## config.mk

```make
export PLATFORM = sky130hd
export DESIGN_NAME = multicycle_control_fsm
export DESIGN_NICKNAME = d
export VERILOG_FILES = /design/src/rtl/multicycle_control_fsm.sv
export SDC_FILE = /design/constraint.sdc
export NUM_CORES = 1
export LEC_CHECK = 0
export ABC_AREA = 1
export BUFFER_PORTS_ARGS = -buffer_cell sky130_fd_sc_hd__buf_2
export CORE_MARGIN = 2
export CORE_UTILIZATION = 25
export CTS_CLUSTER_DIAMETER = 40
export CTS_CLUSTER_SIZE = 8
export DETAILED_ROUTE_END_ITERATION = 12
export GPL_ROUTABILITY_DRIVEN = 0
export PLACE_DENSITY = 0.53
export RECOVER_POWER = 100
export SYNTH_ARGS = -nofsm -noshare
export SYNTH_HDL_FRONTEND = slang
export SYNTH_SLANG_ARGS = --single-unit
```

## constraint.sdc

```tcl
create_clock -name clk -period 2.9 [get_ports clk]
set_clock_uncertainty 0.2 [all_clocks]
set_input_delay 0.87 -clock clk [delete_from_list [all_inputs] [get_ports clk]]
set_output_delay 0.87 -clock clk [all_outputs]
set_load 0.1 [all_outputs]
```

## src/rtl/multicycle_control_fsm.sv

```systemverilog
// Main control FSM for the multicycle RV32I core.
// Sequences fetch / decode / execute / writeback and drives every datapath
// strobe and mux select. Memory states stall on mem_ready, bounded by a
// watchdog that raises a sticky bus_err and forces the FSM back to FETCH.
// Optional feature: define ZICSR_TRAP_EN to add a TRAP state for illegal
// and SYSTEM (1110011) opcodes; without it those opcodes behave as NOPs.
//
// state    | meaning
// ---------+----------------------------------------------------------
// FETCH    | read instruction at PC, PC <- PC + 4 when mem_ready
// DECODE   | register read, branch target = OldPC + ImmB
// MEMADR   | load/store address = RD1 + imm
// MEMREAD  | load access, wait for mem_ready
// MEMWB    | write loaded data to rd
// MEMWRITE | store access, write strobe on mem_ready
// EXECR    | R-type ALU operation
// EXECI    | I-type ALU operation
// ALUWB    | write ALUOut to rd
// BRANCH   | compare rs1/rs2, load PC with target when taken
// JAL      | PC <- target, ALUOut <- OldPC + 4
// JALR     | target = RD1 + ImmI, then JAL
// UPPER    | LUI (0 + ImmU) / AUIPC (OldPC + ImmU)
// TRAP     | PC <- sign-extended imm (ZICSR_TRAP_EN only)

module multicycle_control_fsm #(
   parameter int MEM_WAIT_MAX = 255
) (
   input  logic       clk,
   input  logic       rst_n,
   input  logic [6:0] op,
   input  logic [2:0] funct3,
   input  logic       funct7b5,
   input  logic       zero,
   input  logic       lt,
   input  logic       ltu,
   input  logic       mem_ready,
   output logic       pc_write,
   output logic       adr_src,
   output logic       mem_write,
   output logic       ir_write,
   output logic       reg_write,
   output logic [1:0] result_src,
   output logic [1:0] alu_src_a,
   output logic [1:0] alu_src_b,
   output logic [1:0] alu_op,
   output logic [2:0] imm_src,
   output logic       bus_err,
   output logic       illegal
);

   localparam int CW = (MEM_WAIT_MAX < 2) ? 1 : $clog2(MEM_WAIT_MAX + 1);
   localparam logic [CW-1:0] WAIT_MAX = CW'(MEM_WAIT_MAX);

   localparam logic [3:0] S_FETCH    = 4'd0;
   localparam logic [3:0] S_DECODE   = 4'd1;
   localparam logic [3:0] S_MEMADR   = 4'd2;
   localparam logic [3:0] S_MEMREAD  = 4'd3;
   localparam logic [3:0] S_MEMWB    = 4'd4;
   localparam logic [3:0] S_MEMWRITE = 4'd5;
   localparam logic [3:0] S_EXECR    = 4'd6;
   localparam logic [3:0] S_EXECI    = 4'd7;
   localparam logic [3:0] S_ALUWB    = 4'd8;
   localparam logic [3:0] S_BRANCH   = 4'd9;
   localparam logic [3:0] S_JAL      = 4'd10;
   localparam logic [3:0] S_JALR     = 4'd11;
   localparam logic [3:0] S_UPPER    = 4'd12;
`ifdef ZICSR_TRAP_EN
   localparam logic [3:0] S_TRAP     = 4'd13;
   localparam logic [6:0] OP_SYSTEM  = 7'b1110011;
`endif

   localparam logic [6:0] OP_LOAD   = 7'b0000011;
   localparam logic [6:0] OP_STORE  = 7'b0100011;
   localparam logic [6:0] OP_RTYPE  = 7'b0110011;
   localparam logic [6:0] OP_ITYPE  = 7'b0010011;
   localparam logic [6:0] OP_JAL    = 7'b1101111;
   localparam logic [6:0] OP_JALR   = 7'b1100111;
   localparam logic [6:0] OP_BRANCH = 7'b1100011;
   localparam logic [6:0] OP_LUI    = 7'b0110111;
   localparam logic [6:0] OP_AUIPC  = 7'b0010111;

   logic [3:0]    state, state_next;
   logic [CW-1:0] wait_cnt, wait_next;
   logic          stall_state, expire, taken;
   logic          pc_write_raw, mem_write_raw, ir_write_raw, reg_write_raw, illegal_raw;

   // ALU funct decode lives in the ALU decoder, not here
   logic unused_funct7b5;
   assign unused_funct7b5 = funct7b5;

   // Branch condition from the comparator flags
   always_comb begin
      taken = 1'b0;
      case (funct3)
         3'b000:  taken = zero;
         3'b001:  taken = !zero;
         3'b100:  taken = lt;
         3'b101:  taken = !lt;
         3'b110:  taken = ltu;
         3'b111:  taken = !ltu;
         default: taken = 1'b0;
      endcase
   end

   // Watchdog: counts stalled cycles in memory states; ready beats expiry
   always_comb begin
      stall_state = (state == S_FETCH) || (state == S_MEMREAD) || (state == S_MEMWRITE);
      expire      = (MEM_WAIT_MAX != 0) && stall_state && !mem_ready && (wait_cnt == WAIT_MAX);
      wait_next   = '0;
      if (stall_state && !mem_ready && !expire) begin
         wait_next = (wait_cnt != '1) ? wait_cnt + CW'(1) : wait_cnt;
      end
   end

   // Next-state and Moore output decode
   always_comb begin
      state_next    = state;
      pc_write_raw  = 1'b0;
      adr_src       = 1'b0;
      mem_write_raw = 1'b0;
      ir_write_raw  = 1'b0;
      reg_write_raw = 1'b0;
      result_src    = 2'b00;
      alu_src_a     = 2'b00;
      alu_src_b     = 2'b00;
      alu_op        = 2'b00;
      imm_src       = 3'b000;
      illegal_raw   = 1'b0;
      case (state)
         S_FETCH: begin
            alu_src_b  = 2'b10;
            result_src = 2'b10;
            if (mem_ready) begin
               ir_write_raw = 1'b1;
               pc_write_raw = 1'b1;
               state_next   = S_DECODE;
            end else if (expire) begin
               state_next = S_FETCH;
            end
         end
         S_DECODE: begin
            alu_src_a = 2'b01;
            alu_src_b = 2'b01;
            imm_src   = 3'b010;
            case (op)
               OP_LOAD, OP_STORE: state_next = S_MEMADR;
               OP_RTYPE:          state_next = S_EXECR;
               OP_ITYPE:          state_next = S_EXECI;
               OP_JAL:            state_next = S_JAL;
               OP_JALR:           state_next = S_JALR;
               OP_BRANCH:         state_next = S_BRANCH;
               OP_LUI, OP_AUIPC:  state_next = S_UPPER;
`ifdef ZICSR_TRAP_EN
               OP_SYSTEM:         state_next = S_TRAP;
               default: begin
                  illegal_raw = 1'b1;
                  state_next  = S_TRAP;
               end
`else
               default: begin
                  illegal_raw = 1'b1;
                  state_next  = S_FETCH;
               end
`endif
            endcase
         end
         S_MEMADR: begin
            alu_src_a  = 2'b10;
            alu_src_b  = 2'b01;
            imm_src    = op[5] ? 3'b001 : 3'b000;
            state_next = op[5] ? S_MEMWRITE : S_MEMREAD;
         end
         S_MEMREAD: begin
            adr_src = 1'b1;
            if (mem_ready)   state_next = S_MEMWB;
            else if (expire) state_next = S_FETCH;
         end
         S_MEMWB: begin
            result_src    = 2'b01;
            reg_write_raw = 1'b1;
            state_next    = S_FETCH;
         end
         S_MEMWRITE: begin
            adr_src = 1'b1;
            if (mem_ready) begin
               mem_write_raw = 1'b1;
               state_next    = S_FETCH;
            end else if (expire) begin
               state_next = S_FETCH;
            end
         end
         S_EXECR: begin
            alu_src_a  = 2'b10;
            alu_op     = 2'b10;
            state_next = S_ALUWB;
         end
         S_EXECI: begin
            alu_src_a  = 2'b10;
            alu_src_b  = 2'b01;
            alu_op     = 2'b10;
            state_next = S_ALUWB;
         end
         S_ALUWB: begin
            reg_write_raw = 1'b1;
            state_next    = S_FETCH;
         end
         S_BRANCH: begin
            alu_src_a    = 2'b10;
            alu_op       = 2'b01;
            pc_write_raw = taken;
            state_next   = S_FETCH;
         end
         S_JAL: begin
            alu_src_a    = 2'b01;
            alu_src_b    = 2'b10;
            pc_write_raw = 1'b1;
            state_next   = S_ALUWB;
         end
         S_JALR: begin
            alu_src_a  = 2'b10;
            alu_src_b  = 2'b01;
            state_next = S_JAL;
         end
         S_UPPER: begin
            alu_src_a  = op[5] ? 2'b11 : 2'b01;
            alu_src_b  = 2'b01;
            imm_src    = 3'b011;
            state_next = S_ALUWB;
         end
`ifdef ZICSR_TRAP_EN
         S_TRAP: begin
            alu_src_a    = 2'b11;
            alu_src_b    = 2'b01;
            result_src   = 2'b10;
            pc_write_raw = 1'b1;
            state_next   = S_FETCH;
         end
`endif
         default: state_next = S_FETCH;
      endcase
   end

   // Strobes are held low while reset is asserted
   assign pc_write  = rst_n & pc_write_raw;
   assign mem_write = rst_n & mem_write_raw;
   assign ir_write  = rst_n & ir_write_raw;
   assign reg_write = rst_n & reg_write_raw;
   assign illegal   = rst_n & illegal_raw;

   // State, watchdog counter and sticky bus error
   always_ff @(posedge clk) begin
      if (!rst_n) begin
         state    <= S_FETCH;
         wait_cnt <= '0;
         bus_err  <= 1'b0;
      end else begin
         state    <= state_next;
         wait_cnt <= wait_next;
         if (expire) bus_err <= 1'b1;
      end
   end

endmodule

```

# Word-level counts from Yosys, hierarchy flattened
# Cells that the tools add are included.
# Widths: inputs -> output; s select.
[word_totals]
in_bits = 17
ff_bits = 13
word_cells = 84
[op_classes]
n_mux = 23
bitwise = 5
addsub = 1
eq_ne = 28
n_reduce_logical = 24
[ops]
columns = ["op", "count"]
rows = [
  ["$pmux 4 s7", 2],
  ["$eq 7x6->1 const B", 3],
  ["$eq 7x7->1 const B", 3],
  ["$eq 4x4->1 const B", 5],
  ["$eq 4x3->1 const B", 4],
  ["$mux 4", 4],
  ["$eq 7x5->1 const B", 2],
  ["$reduce_or 2->1", 7],
  ["$eq 3x3->1 const B", 4],
  ["$pmux 2 s2", 3],
  ["$pmux 2 s3", 2],
  ["$reduce_or 5->1", 2],
  ["$reduce_or 9->1", 1],
  ["$add 8x1->8 const B", 1],
  ["$eq 4x2->1 const B", 2],
  ["$eq 8x8->1 const B", 1],
  ["$mux 1", 8],
  ["$ne 8x8->1 const B", 1],
  ["$eq 7x2->1 const B", 1],
  ["$pmux 1 s6", 1],
  ["$and 1x1->1", 5],
  ["$logic_not 1->1", 5],
  ["$eq 4x1->1 const B", 1],
  ["$logic_not 4->1", 1],
  ["9 further kinds", 12],
]

# Logic depth before layout (Yosys ltp)
[logic_depth]
word_depth = 8
mapped_depth = 9
depth_no_buf = 9

# Worst setup path after synthesis
# Ideal clock, no wire load.
[synth_timing]
path_type = "register -> output"
startpoint = "reg state[3]"
endpoint = "out pc_write"
path_stages_with_launch = 5
path_slack_ns = -2.481
required_time_ns = 1.830
arrival_time_ns = 4.311
n_path_buf = 0
path_cell_list = "dfxtp_1 -> inv_1 -> nor3_1 -> nand2_1 -> a21oi_1"
[synth_via]
elab_chain_len = 3
[synth_lines]
columns = ["item", "line_no", "rtl"]
rows = [
  ["start: declaration", "82", "logic [3:0] state, state_next;"],
  ["start signal: assignment", "257", "state <= state_next;"],
  ["$eq 4x4->1 / $logic_not 4->1 (equally long branches)", "129", "case (state)"],
  ["$pmux 1 s3 (*)", "129", ""],
  ["$and 1x1->1 (*)", "244", "assign pc_write = rst_n & pc_write_raw;"],
  ["end: declaration", "37", "output logic pc_write,"],
]
# Every way passes the cells marked *; elsewhere a longest branch is shown, timed or not.

# Worst setup path in the final report
[layout_timing]
startpoint = "in op[4]"
endpoint = "out illegal"
[layout_via]
elab_chain_len = 5
[layout_lines]
columns = ["item", "line_no", "rtl"]
rows = [
  ["start: declaration", "30", "input logic [6:0] op,"],
  ["$eq 7x6->1 (tied with other cells)", "145", "case (op)"],
  ["$reduce_or 9->1 (no line) (*)", "--", ""],
  ["$mux 1 (*)", "145", ""],
  ["$mux 1 (*)", "129", ""],
  ["$and 1x1->1 (*)", "248", "assign illegal = rst_n & illegal_raw;"],
  ["end: declaration", "48", "output logic illegal"],
]
# Marks and branches as above.

==> results.rst <==
.. list-table::
   :header-rows: 1

   * - Metric
     - Value
   * - Proportion of synthesized flip-flops having asynchronous set or reset
     - 0%
   * - Skew-Pair Late Insertion Delay
     - 0.24 ns
   * - Total of fill cells in the finished design
     - 419
   * - Source of the worst register-to-register timing path
     - wait_cnt[1]
   * - Switching share of power
     - 41.6%
   * - Mean Syn Cell Area
     - 6.03 um2
   * - H-tree Lvls
     - 1
   * - Number of buffers added by the clock tree synthesis step
     - 3
   * - Synth Instances
     - 168
   * - I/O pins
     - 35
   * - Worst hold path startpoint
     - wait_cnt[0]
   * - Share of synthesized cell area in and, or, nand and nor gates
     - 49.3%
   * - Total number of vias
     - 1128
   * - Path category of the worst min-delay check
     - reg2reg
   * - Area inside the core boundary
     - 3940 um2
   * - Synthesis-to-finish area growth
     - 50.0%
   * - Cell count of the worst reg-to-reg path
     - 8
   * - Number of nets with antenna violations after routing
     - 0
   * - Net Switching
     - 0.241 mW
   * - Most common cell after layout, fill and taps aside
     - nand2_1
   * - Pin count of the biggest net entering global routing
     - 10
   * - Number of diodes added for antenna fixing
     - 0
   * - Die Footprint
     - 4580 um2
   * - Number of buffers added on ports
     - 32
   * - Sinks on Clock Net
     - 13
   * - Category of the worst setup path launch point
     - primary input
   * - Clock tree from TritonCTS
     - done
   * - Flip-flop and latch count after synthesis
     - 13
   * - Multiplexer area fraction after synthesis
     - 0%
   * - Cell row count
     - 23
   * - Post-DP HPWL
     - 2050 um
   * - Post-synth EDFFs
     - 0
   * - Ranking of synthesized cells by area
     - dfxtp_1, nand2_1, nor2_1
   * - FF-to-FF End
     - state[0]
   * - Ordered cell list for the critical path
     - buf_4 > inv_12 > nor2_1 > o21ai_2 > nand4_1 > nor3_4 > buf_12
   * - Share of the synthesized netlist area taken by xor and xnor gates
     - 3.46%
   * - CTS Buffer Depth
     - 2
   * - Crit-path max FO
     - 4
   * - Stage delay of the slowest cell on the critical path
     - 0.20 ns
   * - Worst hold-check slack
     - 0.248 ns
   * - GRT Overall Usage
     - 11.3%
   * - Flop pwr share
     - 32.1%
   * - Worst-case headroom to the max-slew limit
     - 23.0%
   * - Total non-filler cell area in the finished layout
     - 1520 um2
   * - Count of warnings emitted by yosys
     - 0
   * - Quantity of hold-fixing buffers added after cts
     - 0
   * - Die Span Y
     - 67.7 um
   * - Leakage
     - 0.707 nW
   * - Starting density of the core
     - 25.7%
   * - Clock transition at the registers of the reported paths
     - 0.05 ns
   * - MaxCap Viol Count
     - 0
   * - Final-report hold violation count
     - 0
   * - Signal arrival time at the worst endpoint
     - 1.79 ns
   * - Total Power Consumption
     - 0.579 mW
   * - IR Drop Worst-Case VDD
     - 0.131 mV
   * - Iteration-0 DRC count of the detailed router
     - 54
   * - Final critical path time including I/O delays and setup
     - 2.86 ns
   * - Number of global-route vias before repair
     - 994
   * - Setup repair after global routing missed its margin
     - yes
   * - Transition time of the tightest slew-check pin
     - 1.16 ns
   * - Slowest library cell on the worst path
     - buf_12
   * - Period Utilization, post-route
     - 98.6%
   * - Largest family of logic cells by synthesized area
     - simple AND/OR/NAND/NOR gates
   * - Final max-slew violation count
     - 0
   * - Share of synthesized area occupied by flip-flops and latches
     - 25.7%
   * - Result of the run
     - completed
   * - Most used cells in the layout excluding fill and tap cells
     - nand2_1, nor2_1, inv_1
   * - Area after detailed placement
     - 1500 um2
   * - Flop2flop setup slack
     - 1.21 ns
   * - Post-layout nets
     - 228
   * - Comb pwr share
     - 40.5%
   * - Root buffer selected by CTS
     - clkbuf_8
   * - Clock network power share
     - 27.4%
   * - Initial antenna violation count
     - 0
   * - Areal power density over the cells
     - 381 nW/um2
   * - Final global-route overflow total
     - 0
   * - Sort of element at the end of the critical path
     - output pin
   * - Compound-cell area share of the yosys netlist
     - 10.4%
   * - First-pass GRT wire length
     - 4070 um
   * - Count of distinct cell types in the synthesized netlist
     - 30
   * - Number of DRC violations after detailed routing
     - 0
   * - Required arrival time at the worst endpoint
     - 1.83 ns
   * - Fmax achieved
     - 0.350 GHz
   * - Share of layout cells above drive strength 1
     - 34.9%
   * - Fraction of the mapped netlist area in adder cells
     - 1.23%
   * - Internal power component
     - 0.338 mW
   * - Startpoint of the worst setup timing path
     - op[4]
   * - Via-per-instance ratio
     - 4.36
   * - Critical Path Sink
     - illegal
   * - Post-synthesis net count
     - 186
   * - Horizontal die dimension
     - 67.7 um
   * - Cell area after synthesis
     - 1010 um2
   * - Critical path type
     - in2out
   * - Total negative slack for setup checks
     - 0 ns
   * - Routed length per instance
     - 9.47 um
   * - Top cell type's share of synthesized area
     - 25.7%
   * - Most used flip-flop cell after synthesis
     - dfxtp_1
   * - Setup Viol. Count Final
     - 0
   * - Synth area leader
     - dfxtp_1
   * - 1st-pass router iterations
     - 4
   * - Total detailed-routing wirelength
     - 2450 um
==> through the flow <==
stage | setup slack (ns) | cells | util (%)
floorplan | -0.632 | 168 | -
global placement | -0.0968 | 254 | 38.1
detailed placement | -0.103 | 254 | 38.1
CTS | 0.0113 | 259 | 39.5
global route | -0.0417 | 259 | 38.6
finish | 0.0414 | 259 | 38.6
==> power by group through the flow <==
stage	sequential (mW)	combinational (mW)	clock (mW)
2_1_floorplan	0.188	0.177	0
3_3_place_gp	0.189	0.232	0
3_5_place_dp	0.189	0.234	0
4_1_cts	0.185	0.235	0.167
5_1_grt	0.187	0.251	0.171
6_report	0.186	0.235	0.159
==> critical path, delay by kind of cell <==
family / cells / cell delay, ns
buf+inv: 3 / 0.39
simple gates: 3 / 0.38
compound gates: 1 / 0.13
==> layer usage <==
metal	vias to the layer above	track usage [%]	wire length, um
met5	-	0	0
met4	0	2.30	14
met3	2	1.50	113
met2	24	21.4	1200
met1	486	13.4	1120
li1	616	-	-
==> logic make-up (layout without fill, tap and decap cells) <==
group                      Yosys count  after routing
adders and majority gates            1              1
other                                1              1
buffers and inverters               25             66
and+or+nand+nor                    107            107
xor gates and xnor gates             4              4
DFF                                 13             13
AOI/OAI and AO/OA                   17             17
==> cell usage after synthesis (2+ instances only) <==
cell type and count:
o211ai_1 2, a21oi_2 2, a21oi_1 4, nand3b_1 2
o21ai_0 6, inv_1 22, xnor2_1 2, xor2_1 2
nor3_1 8, nor2_1 29, nand3_1 7, nand2_1 47
nand4_1 4, dfxtp_1 13, nor2_2 3
==> timing repair <==
item,in CTS,in global routing
setup buffers,1,0
pin swaps,3,1
resized for setup,1,5
setup endpoints to repair,1,3
==> registers in the layout (all words and copies together), names as in the netlist <==
register	cells
wait_cnt	8
bus_err	1
state	4
==> layout make-up <==
cell class,instances,area (um2),area share (%)
multi-input cells,130,742,48.8
repair buffers,38,292,19.2
well taps,50,62.6,4.12
clock buffers,4,45.0,2.96
inverters,24,111,7.33
flip-flops and latches,13,268,17.6
==> worst min path at each step <==
stage | slack [ns] | endpoint | cells past startpoint
4_1_cts | 0.25 | wait_cnt[0] | 1
3_3_place_gp | 0.24 | wait_cnt[0] | 1
6_report | 0.25 | wait_cnt[0] | 1
3_5_place_dp | 0.24 | wait_cnt[0] | 1
2_1_floorplan | 0.22 | wait_cnt[0] | 1
5_1_grt | 0.29 | bus_err | 1
(Power assumes the default switching activity.)
